File: src/rtl/div_seq.sv
// Iterative radix-2 restoring divider for the execute stage: one quotient bit per
// cycle, signed or unsigned, with a start/ready handshake and a pipeline stall request.
module div_seq #(
  parameter int WIDTH = 32
) (
  input  logic               clk,
  input  logic               rst,
  input  logic               signed_div_i,
  input  logic [WIDTH-1:0]   opdata1_i,
  input  logic [WIDTH-1:0]   opdata2_i,
  input  logic               start_i,
  input  logic               annul_i,
  output logic [2*WIDTH-1:0] result_o,
  output logic               ready_o,
  output logic               stallreq_o
);

  localparam int CW = $clog2(WIDTH + 1);

  typedef enum logic [1:0] {FREE, BYZERO, ON, END} state_t;

  state_t           state;
  logic [CW-1:0]    cnt;
  logic [WIDTH-1:0] dividend;
  logic [WIDTH-1:0] divisor;
  logic [WIDTH-1:0] rem;
  logic [WIDTH-1:0] quo;
  logic             neg_quo;
  logic             neg_rem;

  logic [WIDTH-1:0] op1_abs;
  logic [WIDTH-1:0] op2_abs;
  logic [WIDTH:0]   rem_shift;
  logic [WIDTH:0]   diff;
  logic             take;
  logic [WIDTH-1:0] rem_next;
  logic [WIDTH-1:0] quo_next;
  logic [WIDTH-1:0] quo_final;
  logic [WIDTH-1:0] rem_final;

  assign stallreq_o = start_i & ~annul_i & ~ready_o;

  // Magnitudes feed the unsigned core; -0x80000000 wraps back to 0x80000000, which is
  // exactly the unsigned magnitude we want.
  always_comb begin
    op1_abs = opdata1_i;
    op2_abs = opdata2_i;
    if (signed_div_i && opdata1_i[WIDTH-1]) op1_abs = -opdata1_i;
    if (signed_div_i && opdata2_i[WIDTH-1]) op2_abs = -opdata2_i;
  end

  // One restoring step: the borrow out of the (WIDTH+1)-bit subtract decides the bit.
  always_comb begin
    rem_shift = {rem, dividend[WIDTH-1]};
    diff      = rem_shift - {1'b0, divisor};
    take      = ~diff[WIDTH];
    rem_next  = take ? diff[WIDTH-1:0] : rem_shift[WIDTH-1:0];
    quo_next  = {quo[WIDTH-2:0], take};
    quo_final = neg_quo ? -quo_next : quo_next;
    rem_final = neg_rem ? -rem_next : rem_next;
  end

  always_ff @(posedge clk) begin
    if (rst) begin
      state    <= FREE;
      cnt      <= '0;
      dividend <= '0;
      divisor  <= '0;
      rem      <= '0;
      quo      <= '0;
      neg_quo  <= 1'b0;
      neg_rem  <= 1'b0;
      result_o <= '0;
      ready_o  <= 1'b0;
    end else begin
      case (state)
        FREE: begin
          result_o <= '0;
          ready_o  <= 1'b0;
          cnt      <= '0;
          if (start_i && !annul_i) begin
            if (opdata2_i == '0) begin
              state <= BYZERO;
            end else begin
              state    <= ON;
              dividend <= op1_abs;
              divisor  <= op2_abs;
              rem      <= '0;
              quo      <= '0;
              neg_quo  <= signed_div_i & (opdata1_i[WIDTH-1] ^ opdata2_i[WIDTH-1]);
              neg_rem  <= signed_div_i & opdata1_i[WIDTH-1];
            end
          end
        end
        BYZERO: begin
          if (annul_i) begin
            state <= FREE;
            cnt   <= '0;
          end else begin
            state    <= END;
            result_o <= '0;
            ready_o  <= 1'b1;
          end
        end
        ON: begin
          // Annul wins even on the final step, so a flushed divide never signals ready.
          if (annul_i) begin
            state <= FREE;
            cnt   <= '0;
          end else begin
            dividend <= {dividend[WIDTH-2:0], 1'b0};
            rem      <= rem_next;
            quo      <= quo_next;
            cnt      <= cnt + 1'b1;
            if (cnt == CW'(WIDTH - 1)) begin
              state    <= END;
              result_o <= {rem_final, quo_final};
              ready_o  <= 1'b1;
            end
          end
        end
        END: begin
          if (!start_i) begin
            state    <= FREE;
            result_o <= '0;
            ready_o  <= 1'b0;
          end
        end
        default: begin
          state    <= FREE;
          result_o <= '0;
          ready_o  <= 1'b0;
        end
      endcase
    end
  end

endmodule

File: config.mk
export PLATFORM = sky130hd
export DESIGN_NAME = div_seq
export DESIGN_NICKNAME = d
export VERILOG_FILES = /design/src/rtl/div_seq.sv
export SDC_FILE = /design/constraint.sdc
export NUM_CORES = 1
export LEC_CHECK = 0
export BUFFER_PORTS_ARGS = -buffer_cell sky130_fd_sc_hd__buf_2
export CAP_MARGIN = 20
export CORE_MARGIN = 1
export CORE_UTILIZATION = 50
export CTS_CLUSTER_DIAMETER = 120
export DETAILED_ROUTE_END_ITERATION = 8
export PLACE_DENSITY = 0.7
export SKIP_LAST_GASP = 1
export SLEW_MARGIN = 20
export SYNTH_ARGS = -nofsm -noshare
export SYNTH_HDL_FRONTEND = slang
export SYNTH_SLANG_ARGS = --single-unit
File: constraint.sdc
create_clock -name clk -period 6.1 [get_ports clk]
set_input_delay 1.22 -clock clk [delete_from_list [all_inputs] [get_ports clk]]
set_output_delay 1.22 -clock clk [all_outputs]
set_load 0.005 [all_outputs]
# After elaboration in Yosys (flattened, before gate mapping)
# Index checks and enable logic that the tools add are counted.
# totals
reg_bits	202
elab_cells	85
inputBits	69
# classes
reduce_logical	13
n_bitwise	9
mux	35
addsub	6
n_eq_ne	12
# op_table
op	n
$mux W32	11
$mux W64	4
$pmux W64 S4	1
$neg A32 Y32	4
$pmux W32 S2	2
$pmux W31 S2	1
$sub A33 B32 Y33	1
$logic_not A32 Y1	1
$mux W31	1
$pmux W6 S3	1
$ne A2 B2 Y1 const B	7
$mux W2	6
$mux W6	2
$pmux W2 S4	1
$reduce_and A4 Y1	2
$add A6 B1 Y6 const B	1
$eq A6 B5 Y1 const B	1
$reduce_and A3 Y1	2
$and A1 B1 Y1	4
$eq A2 B2 Y1 const B	2
$mux W1	4
$not A1 Y1	4
$pmux W1 S4	1
$logic_and A1 B1 Y1	3
8 further kinds	8

# Longest topological paths before layout
# Gate-level depths: netlist of the first run.
# depth
depth_word	7
mapped_depth	27

# Worst setup path before layout of the first run
# No wires, ideal clock.
# synth_timing
kind	register to register
from	reg dividend[31]
to	reg result_o[62]
setup_ps	129
t_arrival_ps	4793
path_stages_with_launch	28
slack_ps	1178
n_path_buf	4
cell_sequence	dfxtp_1 inv_1 ha_1 inv_1 fa_1 a211oi_2 o211ai_2 a21oi_2 o21bai_2 o221ai_2 xnor2_2 inv_2 clkbuf_1 buf_2 buf_2 buf_2 nand2_1 o21ai_0 ha_1 inv_1 nand4bb_1 nor4_1 nor4b_1 a31oi_1 o21bai_1 o31ai_1 xor2_1 o21ai_0
# synth_between
elab_chain_len	7
# synth_rtl
element	line	text
from (decl)	24	logic [WIDTH-1:0] dividend;
from (signal assigned)	86	dividend <= op1_abs;
from (signal assigned)	111	dividend <= {dividend[WIDTH-2:0], 1'b0};
$sub A33 B32 Y33	55	diff = rem_shift - {1'b0, divisor};
$mux W32 (*)	57	rem_next = take ? diff[WIDTH-1:0] : rem_shift[WIDTH-1:0];
$neg A32 Y32	60	rem_final = neg_rem ? -rem_next : rem_next;
$mux W32 (*)	60	
$mux W64 (*)	115	if (cnt == CW'(WIDTH - 1)) begin
$mux W64 (*)	107	if (annul_i) begin
$pmux W64 S4 (*)	76	case (state)
to (signal assigned)	117	result_o <= {rem_final, quo_final};
to (decl)	13	output logic [2*WIDTH-1:0] result_o,
# Mark *: on every way between the ends. The rest lies on a longest branch, timed or not. The select of a mux whose other input is x is not followed.
# A chain may end at the register's enable or synchronous reset.

# Final worst setup path of the first run
# layout_timing
from	reg dividend[31]
to	reg result_o[58]
# Same word-level chain as after synthesis.

==> out/qor.csv, run 1 <==
stage,metric,value,unit
drt,post-route-drc-count,0,
cells_and_area,multi_input_area,8030,sq um
drt,drt_pass1_iterations,5,
synthesis,synth_common_cells,"321 x nand2_1, 202 x dfxtp_1, 178 x a21oi_1",
clocking,clk_latency,0.52,ns
timing,worst_slew_pin_slew,0.923,ns
die,die_h,161,microns
synthesis,syn_area_per_cell,7.32,sq um
die,start_util,51.5,%
clocking,ctsResizeCount,0,
clocking,cts_setup_buffers,0,
synthesis,syn_nets,1841,
synthesis,async_reset_ff_share,0,%
placement,place_congestion,0.914,
setup_path,worstPathMaxFanout,10,
cells_and_area,nets,1909,
timing,min_period,4.97,ns
job,maxCapViolations,0,
synthesis,synth_ff_type,dfxtp_1,
global_routing,grt_overflow,0,
setup_path,crit_chain,inv_1 > ha_1 > inv_1 > fa_1 > a211oi_2 > o211ai_2 > a21oi_2 > o21bai_2 > o221ai_2 > xnor2_4 > inv_2 > o21ai_0 > ha_1 > inv_1 > nand4bb_1 > nor4_1 > nand3_1 > a21oi_1 > nand2b_1 > o31ai_1 > xor2_1 > o21ai_0,
drt,wl,33600,microns
synthesis,synth_cell_types,76,
drt,viasPerCell,5.72,
drt,num_vias,12223,
synthesis,ys_ff_latch,202,
clocking,cts_root_buf,clkbuf_16,
timing,whs,0.441,ns
clocking,path_clk_slew,0.06,ns
timing,slew_headroom,36.9,%
synthesis,synth_cells,1730,
synthesis,synth_seq_area_share,31.9,%
die,die_area,26000,sq um
global_routing,grt_use_total,25.7,%
clocking,hold_buffers,0,
global_routing,antenna_found_initial,0,
pwr,p_per_area,334,nW/um^2
synthesis,synth_top_area_share,31.9,%
synthesis,ys_top_cells_by_area,"dfxtp_1 32%, nand2_1 9.5%, a21oi_1 7.0%, xnor2_1 6.0%, o21ai_0 4.9%",
die,rows,57,
timing,post-route-period-util,81.6,%
timing,grt_setup_unrepaired,no,
setup_path,worstSetupPathType,reg -> reg,
global_routing,grt_pass1_vias,10799,
cells_and_area,area_growth,12.6,%
drt,drt_iter0_markers,1101,
clocking,clock-sinks,202,
cells_and_area,seqCellArea,4040,sq um
clocking,cts_tree,done,
drt,route.met3.wl,2670,microns
drt,m1WireLength,16500,microns
setup_path,critPathRequiredTime,6.46,ns
hold_path,hold_class,reg -> reg,
synthesis,synth_top_area_cell,dfxtp_1,
drt,routed.top_layer,met4,
clocking,htree_levels,1,
timing,fin_tns_setup,0,ns
cells_and_area,n_fill_cell,2383,
setup_path,r2r_setup_slack,1.13,ns
cells_and_area,n_antenna_cell,0,
die,ios,135,
global_routing,grt_max_degree,69,
timing,max_freq,201,MHz
setup_path,slowest_stage,fa_1,
drt,final_antenna_net_count,0,
timing,drv_slew,0,
placement,io_buffers,134,
drt,wire_per_inst,15.7,microns
setup_path,arrival,5.34,ns
setup_path,cp_common_cell,inv_1,
timing,hold_violations,0,
clocking,clk_path_buf_depth,3,
synthesis,syn-cell-area,12700,sq um
timing,finalClockSkew,0.00717,ns
pwr,p_leak,5.60,nW
synthesis,synth_edf_count,0,
die,core_area,24600,sq um
global_routing,grt_pass1_wl,55200,microns
synthesis,synth_warnings,0,
setup_path,worstSetupEndpointType,flop,
setup_path,max_stage_delay,0.41,ns
placement,hpwl,24300,microns
timing,finalSetupViolations,0,
cells_and_area,drive_above_1_share,11.7,%
die,die_w,161,microns
setup_path,startpoint_type,flop,
clocking,cts_buffers,23,
run_status,status,completed,
drt,met2_length,13900,microns
pwr,ir_drop,0.190,mV
synthesis,synth.most_common_cell,nand2_1,
-- cells in the final DEF (no fill, tap or decap), types with 4 or more instances in the layout --
cell type,instances
a211oi_1,34
a21boi_0,4
a21o_1,7
a21oi_1,177
a22oi_1,21
a31oi_1,9
and2_1,11
and3_1,11
buf_2,133
buf_4,13
clkbuf_1,5
clkbuf_16,23
clkbuf_8,6
dfxtp_1,202
ha_1,40
inv_1,59
mux2i_1,18
nand2_1,321
nand2b_1,7
nand3_1,80
nand3b_1,6
nand4_1,9
nor2_1,133
nor2b_1,7
nor3_1,30
nor3b_1,7
nor4_1,17
o211ai_1,8
o21a_1,4
o21ai_0,123
o21ai_1,6
o31a_1,4
o31ai_1,23
o41ai_1,9
or2_2,7
or3_1,18
or4_1,11
xnor2_1,87
xor2_1,61
-- registers in the layout, summed over array words and instances, names as in the netlist --
register and cells:
neg_rem 1, dividend 32, state 2, ready_o 1, neg_quo 1, result_o 64, quo 31, cnt 6
divisor 32, rem 32
-- per-stage QoR --
stage	util, %	total power (W)	worst slack (ns)	area [sq um]	std cells
2_1_floorplan	-	0.00286	1.18	12700	1730
3_5_place_dp	54.8	0.00333	0.952	13500	2097
4_1_cts	57.9	0.00475	1.13	14300	2138
6_report	58.0	0.00476	1.13	14300	2138
5_1_grt	58.0	0.00504	0.780	14300	2138
3_3_place_gp	54.8	0.00331	1.01	13500	2097
-- area by class of cell --
class | count | area share (%)
Multi-Input combinational cell | 1364 | 56.3
Tap cell | 324 | 2.84
Inverter | 60 | 1.58
Timing Repair Buffer | 147 | 5.49
Sequential cell | 202 | 28.4
Clock buffer | 34 | 4.75
Clock inverter | 7 | 0.693
-- power by group --
| part | switching (W) | total [W] | leakage [nW] | internal [W] |
|---|---|---|---|---|
| clock network | 0.000564 | 0.00142 | 0.378 | 0.000854 |
| registers | 0.0000457 | 0.00146 | 1.63 | 0.00142 |
| logic | 0.00128 | 0.00188 | 3.59 | 0.000593 |
| total | 0.00189 | 0.00476 | 5.60 | 0.00286 |
-- cell families after synthesis --
group | count (synthesis) | share of synthesized area (%)
buf+inv | 164 | 5.14
xor+xnor | 149 | 10.4
compound gates | 461 | 22.0
mux | 18 | 1.42
simple gates | 694 | 24.9
flops | 202 | 31.9
fa+ha+maj | 42 | 4.21
-- worst max-delay path: cells and delay by family (launching register included) --
kind,cells,cell delay (ns)
AO/OA/AOI/OAI,9,2.02
flip-flops,1,0.32
buffers and inverters,4,0.33
XOR/XNOR,2,0.39
adder cells (fa/ha/maj),3,0.85
AND/OR/NAND/NOR,4,0.91
-- routing by layer --
metal  up-vias  global-route usage [%]
met5         -                       0
met3        44                    4.26
met4         0                    5.92
met1      5592                    38.7
li1       6157                       -
met2       430                    37.8
-- path summary, 6_finish.rpt --
check	start	end	depth (start not counted)
worst max-delay path	dividend[31]	result_o[58]	22
worst max register to register	dividend[31]	result_o[58]	22
worst min register to register	result_o[61]	result_o[61]	2
worst min-delay path	result_o[61]	result_o[61]	2
No activity file was read; power rests on OpenSTA's default activity.
==> run 2: changes to the inputs <==
--- a/config.mk
+++ b/config.mk
@@ -5,13 +5,14 @@
 export SDC_FILE = /design/constraint.sdc
 export NUM_CORES = 1
 export LEC_CHECK = 0
+export ABC_AREA = 1
 export BUFFER_PORTS_ARGS = -buffer_cell sky130_fd_sc_hd__buf_2
 export CAP_MARGIN = 20
 export CORE_MARGIN = 1
 export CORE_UTILIZATION = 50
 export CTS_CLUSTER_DIAMETER = 120
 export DETAILED_ROUTE_END_ITERATION = 8
-export PLACE_DENSITY = 0.7
+export PLACE_DENSITY = 0.72
 export SKIP_LAST_GASP = 1
 export SLEW_MARGIN = 20
 export SYNTH_ARGS = -nofsm -noshare
==> constraint.sdc (replaced) <==
create_clock -name clk -period 4.4 [get_ports clk]
set_input_delay 0.88 -clock clk [delete_from_list [all_inputs] [get_ports clk]]
set_output_delay 0.88 -clock clk [all_outputs]
set_load 0.005 [all_outputs]
==> run 2 against run 1 <==
Against the previous run: clock skew is 0.0073 ns higher; maximum frequency increased by 26%; routed wire length grew 21%; sequential power up 53%; worst setup slack worse by 0.66 ns; via count is 17% higher; critical path depth rose by 6; clock-buffer cell count fell by 1; critical path type unchanged; global-route usage grew 3.2 points; critical endpoint is now result_o[30].
==> out/qor.csv, run 2 <==
stage,metric,value,unit,change
run_status,status,completed,,unchanged
synthesis,synth_seq_area_share,29.4,%,was 31.9%
cells_and_area,drive_above_1_share,12.1,%,was 11.7%
job,maxCapViolations,0,,unchanged
synthesis,synth_cell_types,49,,was 76
timing,drv_slew,0,,unchanged
placement,place_ws,0.210,ns,was 0.952 ns
hold_path,hp-start,dividend[8],,was result_o[61]
setup_path,r2r_start,dividend[31],,unchanged
setup_path,slowest_stage,fa_2,,was fa_1
die,die_h,168,microns,was 161 microns
die,die_w,168,microns,was 161 microns
drt,drt_iter0_markers,995,,was 1101
synthesis,syn-cell-area,13700,sq um,was 12700 sq um
hold_path,whs_path_depth,2,,unchanged
timing,slew_headroom,36.1,%,was 36.9%
timing,max_freq,254,MHz,was 201 MHz
timing,fin_tns_setup,0,ns,unchanged
synthesis,ys_top_cells_by_area,"dfxtp_1 29%, nand2_1 19%, a21oi_1 8.5%, inv_1 7.2%, nor2_1 4.8%",,"was dfxtp_1 32%, nand2_1 9.5%, a21oi_1 7.0%, xnor2_1 6.0%, o21ai_0 4.9%"
clocking,cts_root_buf,clkbuf_16,,unchanged
placement,place_congestion,0.956,,was 0.914
synthesis,synth_cells,2217,,was 1730
hold_path,hold_class,reg -> reg,,unchanged
clocking,path_clk_slew,0.06,ns,about the same
die,core_area,27000,sq um,was 24600 sq um
drt,drt_pass1_iterations,7,,was 5
timing,worst_slew_pin_slew,0.947,ns,was 0.923 ns
setup_path,worstSetupEndpointType,flop,,unchanged
pwr,ir_drop,0.405,mV,was 0.190 mV
setup_path,arrival,4.31,ns,was 5.34 ns
die,start_util,51.0,%,was 51.5%
timing,min_period,3.93,ns,was 4.97 ns
cells_and_area,final_cell_mix,"683 x nand2_1, 263 x inv_1, 234 x a21oi_1",,"was 321 x nand2_1, 202 x dfxtp_1, 177 x a21oi_1"
setup_path,worstPathMaxFanout,4,,was 10
die,die_area,28200,sq um,was 26000 sq um
synthesis,synth_top_area_cell,dfxtp_1,,unchanged
drt,wire_per_inst,15.3,microns,was 15.7 microns
clocking,cts_buffers,24,,was 23
placement,dpl_cell_area,14600,sq um,was 13500 sq um
synthesis,syn_area_per_cell,6.20,sq um,was 7.32 sq um
cells_and_area,final_cell_area,15500,sq um,was 14300 sq um
placement,io_buffers,134,,unchanged
clocking,clock-sinks,202,,unchanged
clocking,clk_latency,0.54,ns,was 0.52 ns
timing,grt_setup_unrepaired,no,,unchanged
synthesis,syn_nets,2328,,was 1841
drt,final_antenna_net_count,0,,unchanged
cells_and_area,n_fill_cell,2726,,was 2383
synthesis,synth_top_area_share,29.4,%,was 31.9%
cells_and_area,final_util,57.5,%,was 58.0%
drt,viasPerCell,5.34,,was 5.72
clocking,clk_path_buf_depth,3,,unchanged
setup_path,r2r_setup_slack,0.47,ns,was 1.13 ns
pwr,p_leak,7.55,nW,was 5.60 nW
setup_path,worstSetupPathType,reg -> reg,,unchanged
cells_and_area,largest_reg_flops,64,,unchanged
global_routing,grt_overflow,0,,unchanged
synthesis,ys_ff_latch,202,,unchanged
timing,fin_ws,0.466,ns,was 1.13 ns
timing,hold_violations,0,,unchanged
setup_path,cp_common_cell,nand2_1,,was inv_1
synthesis,synth.most_common_cell,nand2_1,,unchanged
timing,finalSetupViolations,0,,unchanged
setup_path,critPathRequiredTime,4.78,ns,was 6.46 ns
setup_path,max_stage_delay,0.37,ns,was 0.41 ns
cells_and_area,nets,2423,,was 1909
global_routing,antenna_found_initial,1,,was 0
setup_path,reg2reg_depth,28,,was 22
drt,num_vias,14259,,was 12223
cells_and_area,regMostFlops,result_o,,unchanged
die,ios,135,,unchanged
synthesis,synth_edf_count,0,,unchanged
synthesis,synth_warnings,0,,unchanged
drt,post-route-drc-count,0,,unchanged
die,rows,60,,was 57
global_routing,grt_pass1_vias,13056,,was 10799
global_routing,grt_pass1_wl,66000,microns,was 55200 microns
cells_and_area,final_common_cell,nand2_1,,unchanged
drt,wl,40800,microns,was 33600 microns
timing,finalClockSkew,0.0145,ns,was 0.00717 ns
synthesis,synth_common_cells,"683 x nand2_1, 263 x inv_1, 234 x a21oi_1",,"was 321 x nand2_1, 202 x dfxtp_1, 178 x a21oi_1"
pwr,p_per_area,616,nW/um^2,was 334 nW/um^2
synthesis,async_reset_ff_share,0,%,unchanged
cells_and_area,area_growth,12.8,%,was 12.6%
timing,post-route-period-util,89.4,%,was 81.6%
synthesis,synth_ff_type,dfxtp_1,,unchanged
hold_path,timing.hold.worst_endpoint,dividend[8],,was result_o[61]
setup_path,reg2reg_to,result_o[30],,was result_o[58]
placement,hpwl,30500,microns,was 24300 microns
setup_path,startpoint_type,flop,,unchanged
global_routing,grt_use_total,28.9,%,was 25.7%
clocking,cts_tree,done,,unchanged
global_routing,grt_max_degree,89,,was 69
clocking,htree_levels,1,,unchanged
[run 2: changes by cell type in the layout (fill, tap and decap cells not counted), sizes merged, moves of 29 or more]
cell / delta
inv: +206
a21oi: +56
xnor2: -45
nand3: +43
nor2: +53
o21ai: -29
nand2: +416
[run 2: final cells by class]
class                           instances  area, sq um  share of cell area [%]
Multi-Input combinational cell       1660         8370                    54.0
Sequential cell                       202         4040                    26.1
Inverter                              274         1030                    6.64
Timing Repair Buffer                  150          793                    5.12
Clock buffer                           33          694                    4.48
Tap cell                              341          427                    2.75
Clock inverter                         11          148                   0.952
Antenna cell                            1         2.50                  0.0161
[run 2: through the flow]
step	total power (W)	hold slack, ns	instances
floorplan	0.00608	0.431	2217
global placement	0.00730	0.440	2626
detailed placement	0.00736	0.444	2626
CTS	0.00951	0.453	2670
global route	0.0103	0.474	2671
finish	0.00956	0.455	2672
[run 2: cells by family after synthesis]
| logic type | Yosys count | share of synthesized area, % |
|---|---|---|
| flip-flops | 202 | 29.4 |
| AND/OR/NAND/NOR | 1142 | 35.9 |
| adder cells (fa/ha/maj) | 42 | 3.88 |
| XOR/XNOR | 90 | 5.74 |
| AO/OA/AOI/OAI | 386 | 15.0 |
| buffers and inverters | 355 | 10.0 |
[run 2: worst max-delay path by stage]
stage | from | endpoint | cells after the start
floorplan | dividend[31] | result_o[30] | 28
global placement | dividend[31] | result_o[30] | 28
detailed placement | dividend[31] | result_o[30] | 28
CTS | dividend[31] | result_o[30] | 28
global route | dividend[31] | result_o[30] | 28
finish | dividend[31] | result_o[30] | 28
[run 2: per-layer routing]
layer	track usage (%)	routed length [microns]
met5	0	0
met4	9.53	1230
met3	6.72	2930
met2	46.5	18100
met1	38.0	18600
[run 2: what timing repair did]
item / in CTS / in global routing
setup endpoints to repair: 0 / 4
hold buffers: 0 / 0
gates resized for setup: 0 / 7
setup buffers: 0 / 1
[run 2: power by group]
part           switching, W  internal [W]  total [W]
Combinational       0.00363       0.00159    0.00522
Sequential         0.000140       0.00209    0.00223
Clock              0.000829       0.00128    0.00211
Total               0.00460       0.00496    0.00956
[run 2: critical path: cells and delay by family (launching register included)]
kind,cells,cell delay [ns]
fa+ha+maj,3,0.68
simple gates,19,2.16
flops,1,0.31
compound gates,3,0.36
buf+inv,3,0.25
==> run 3: changes to the inputs <==
==> constraint.sdc (replaced) <==
create_clock -name clk -period 4.4 [get_ports clk]
set_input_delay 0.22 -clock clk [delete_from_list [all_inputs] [get_ports clk]]
set_output_delay 0.22 -clock clk [all_outputs]
set_load 0.005 [all_outputs]
==> run 3 against run 2 <==
Against the previous run: total power decreased by 0.30%; die area unchanged; clock power about the same; highest routed layer unchanged; worst hold slack got worse by 0.44 ns; cell count unchanged; sequential share of layout area about the same; via count decreased by 0.69%; non-clock buffer count increased by 3; utilization about the same; cell area about the same; clock skew increased by 0.010 ns.
==> out/qor.csv, run 3 (synthesized netlist as in run 2, its figures left out) <==
stage,metric,value,unit,change
run_status,status,completed,,unchanged
clocking,path_clk_slew,0.06,ns,about the same
global_routing,grt_pass1_vias,13075,,was 13056
cells_and_area,final_common_cell,nand2_1,,unchanged
pwr,p_total,0.00953,W,was 0.00956 W
setup_path,worstSetupEndpointType,flop,,unchanged
placement,io_buffers,134,,unchanged
setup_path,r2r_setup_slack,0.45,ns,was 0.47 ns
setup_path,slowest_stage,fa_1,,was fa_2
die,die_h,168,microns,unchanged
setup_path,reg2reg_depth,27,,was 28
global_routing,grt_use_met2,45.9,%,was 46.5%
cells_and_area,nets,2425,,was 2423
placement,placed_cells,2629,,was 2626
clocking,clock-sinks,202,,unchanged
clocking,cts_tree,done,,unchanged
die,ios,135,,unchanged
timing,grt_setup_unrepaired,no,,unchanged
cells_and_area,final_cell_mix,"683 x nand2_1, 263 x inv_1, 234 x a21oi_1",,unchanged
setup_path,path_delay_family,simple AND/OR/NAND/NOR gates,,unchanged
drt,wl,40300,microns,was 40800 microns
drt,wire_per_inst,15.1,microns,was 15.3 microns
cells_and_area,fin_cells,2672,,unchanged
pwr,p_per_area,615,nW/um^2,was 616 nW/um^2
placement,place_congestion,0.942,,was 0.956
die,start_util,51.0,%,unchanged
global_routing,antenna_found_initial,1,,unchanged
global_routing,grt_use_met3,5.83,%,was 6.72%
clocking,clk_latency,0.55,ns,was 0.54 ns
die,die_w,168,microns,unchanged
drt,drt_iter0_markers,979,,was 995
pwr,p_leak,7.55,nW,about the same
drt,drt_pass1_iterations,5,,was 7
setup_path,cp_common_cell,nand2_1,,unchanged
setup_path,worstSetupPathType,reg -> reg,,unchanged
die,die_area,28200,sq um,unchanged
drt,final_antenna_net_count,0,,unchanged
global_routing,grt_use_total,28.8,%,was 28.9%
drt,num_vias,14161,,was 14259
timing,whs,0.0126,ns,was 0.455 ns
timing,worst_slew_pin_slew,0.968,ns,was 0.947 ns
timing,fin_tns_setup,0,ns,unchanged
hold_path,whs_path_depth,3,,was 2
setup_path,reg2reg_to,result_o[28],,was result_o[30]
global_routing,grt_max_degree,87,,was 89
cells_and_area,n_antenna_cell,0,,was 1
clocking,cts_buffers,23,,was 24
global_routing,top_usage_layer,met2,,unchanged
clocking,cts_root_buf,clkbuf_16,,unchanged
global_routing,grt_pass1_wl,65800,microns,was 66000 microns
timing,post-route-period-util,89.8,%,was 89.4%
cells_and_area,drive_above_1_share,11.9,%,was 12.1%
die,rows,60,,unchanged
timing,max_freq,253,MHz,was 254 MHz
job,maxCapViolations,0,,unchanged
setup_path,startpoint_type,flop,,unchanged
drt,post-route-drc-count,0,,unchanged
cells_and_area,final_util,57.5,%,about the same
global_routing,grt_overflow,0,,unchanged
die,core_area,27000,sq um,unchanged
drt,viasPerCell,5.30,,was 5.34
global_routing,grt_use_met1,38.4,%,was 38.0%
clocking,htree_levels,1,,unchanged
setup_path,max_stage_delay,0.42,ns,was 0.37 ns
timing,hold_violations,0,,unchanged
cells_and_area,area_growth,12.8,%,about the same
setup_path,r2r_start,dividend[31],,unchanged
clocking,clk_path_buf_depth,3,,unchanged
timing,finalClockSkew,0.0246,ns,was 0.0145 ns
cells_and_area,largest_reg_flops,64,,unchanged
hold_path,hold_class,in -> reg,,was reg -> reg
cells_and_area,regMostFlops,result_o,,unchanged
setup_path,worst-path-buf-inv,3,,unchanged
placement,hpwl,30400,microns,was 30500 microns
setup_path,worstPathMaxFanout,4,,unchanged
timing,slew_headroom,35.5,%,was 36.1%
setup_path,arrival,4.42,ns,was 4.31 ns
setup_path,cp-startpoint,dividend[31],,unchanged
setup_path,crit_cells,27,,was 28
pwr,ir_drop,0.475,mV,was 0.405 mV
setup_path,crit_end,result_o[28],,was result_o[30]
setup_path,critPathRequiredTime,4.87,ns,was 4.78 ns
timing,drv_slew,0,,unchanged
timing,finalSetupViolations,0,,unchanged
timing,min_period,3.95,ns,was 3.93 ns
run 3: cell count changes in the layout (fill, tap and decap cells not counted), moves of 2 or more:
| cell | previous run | this run |
|---|---|---|
| clkinv_2 | 6 | 4 |
| clkbuf_8 | 6 | 4 |
| buf_4 | 17 | 19 |
| clkbuf_1 | 3 | 5 |
run 3: tightest hold or removal path: stages:
cell     delay [ns]
buf_2          0.10
xnor2_1        0.08
a21oi_1        0.11
run 3: repair_timing:
action,in CTS,in global routing
hold endpoints to repair,1,0
hold buffers,1,0
endpoints found under the setup margin,0,4
gates resized for setup,0,5
setup buffers,0,0
run 3: worst min-delay path by stage:
| stage | endpoint | slack [ns] | start |
|---|---|---|---|
| after floorplan | divisor[0] | 0.37 | opdata2_i[0] |
| after global placement | dividend[8] | 0.44 | dividend[8] |
| after detailed placement | dividend[8] | 0.45 | dividend[8] |
| after CTS | divisor[25] | 0.01 | opdata2_i[25] |
| after global routing | divisor[27] | 0.02 | opdata2_i[27] |
| final | divisor[25] | 0.01 | opdata2_i[25] |
run 3: layout make-up:
cell class                      instances  area, sq um
Clock buffer                           32          649
Clock inverter                         10          168
Fill cell                            2699        11500
Inverter                              274         1030
Multi-Input combinational cell       1660         8370
Sequential cell                       202         4040
Tap cell                              341          427
Timing Repair Buffer                  153          818
run 3: report_power, final:
| part | total [W] | internal, W | switching, W | leakage (nW) |
|---|---|---|---|---|
| Clock | 0.00210 | 0.00127 | 0.000831 | 0.400 |
| Sequential | 0.00223 | 0.00209 | 0.000141 | 1.64 |
| Combinational | 0.00520 | 0.00159 | 0.00361 | 5.51 |
| Total | 0.00953 | 0.00495 | 0.00458 | 7.55 |
run 3: metrics by stage:
stage,instance area (sq um),setup slack (ns)
2_1_floorplan,13700,0.605
3_3_place_gp,14600,0.304
3_5_place_dp,14600,0.257
4_1_cts,15500,0.252
5_1_grt,15500,0.0233
6_report,15500,0.449
run 3: per-layer routing:
layer  wire length [microns]  part of all wire [%]
met1                   18500                    46
met2                   17600                    44
met3                    2860                   7.1
met4                    1310                   3.2
met5                       0                     0
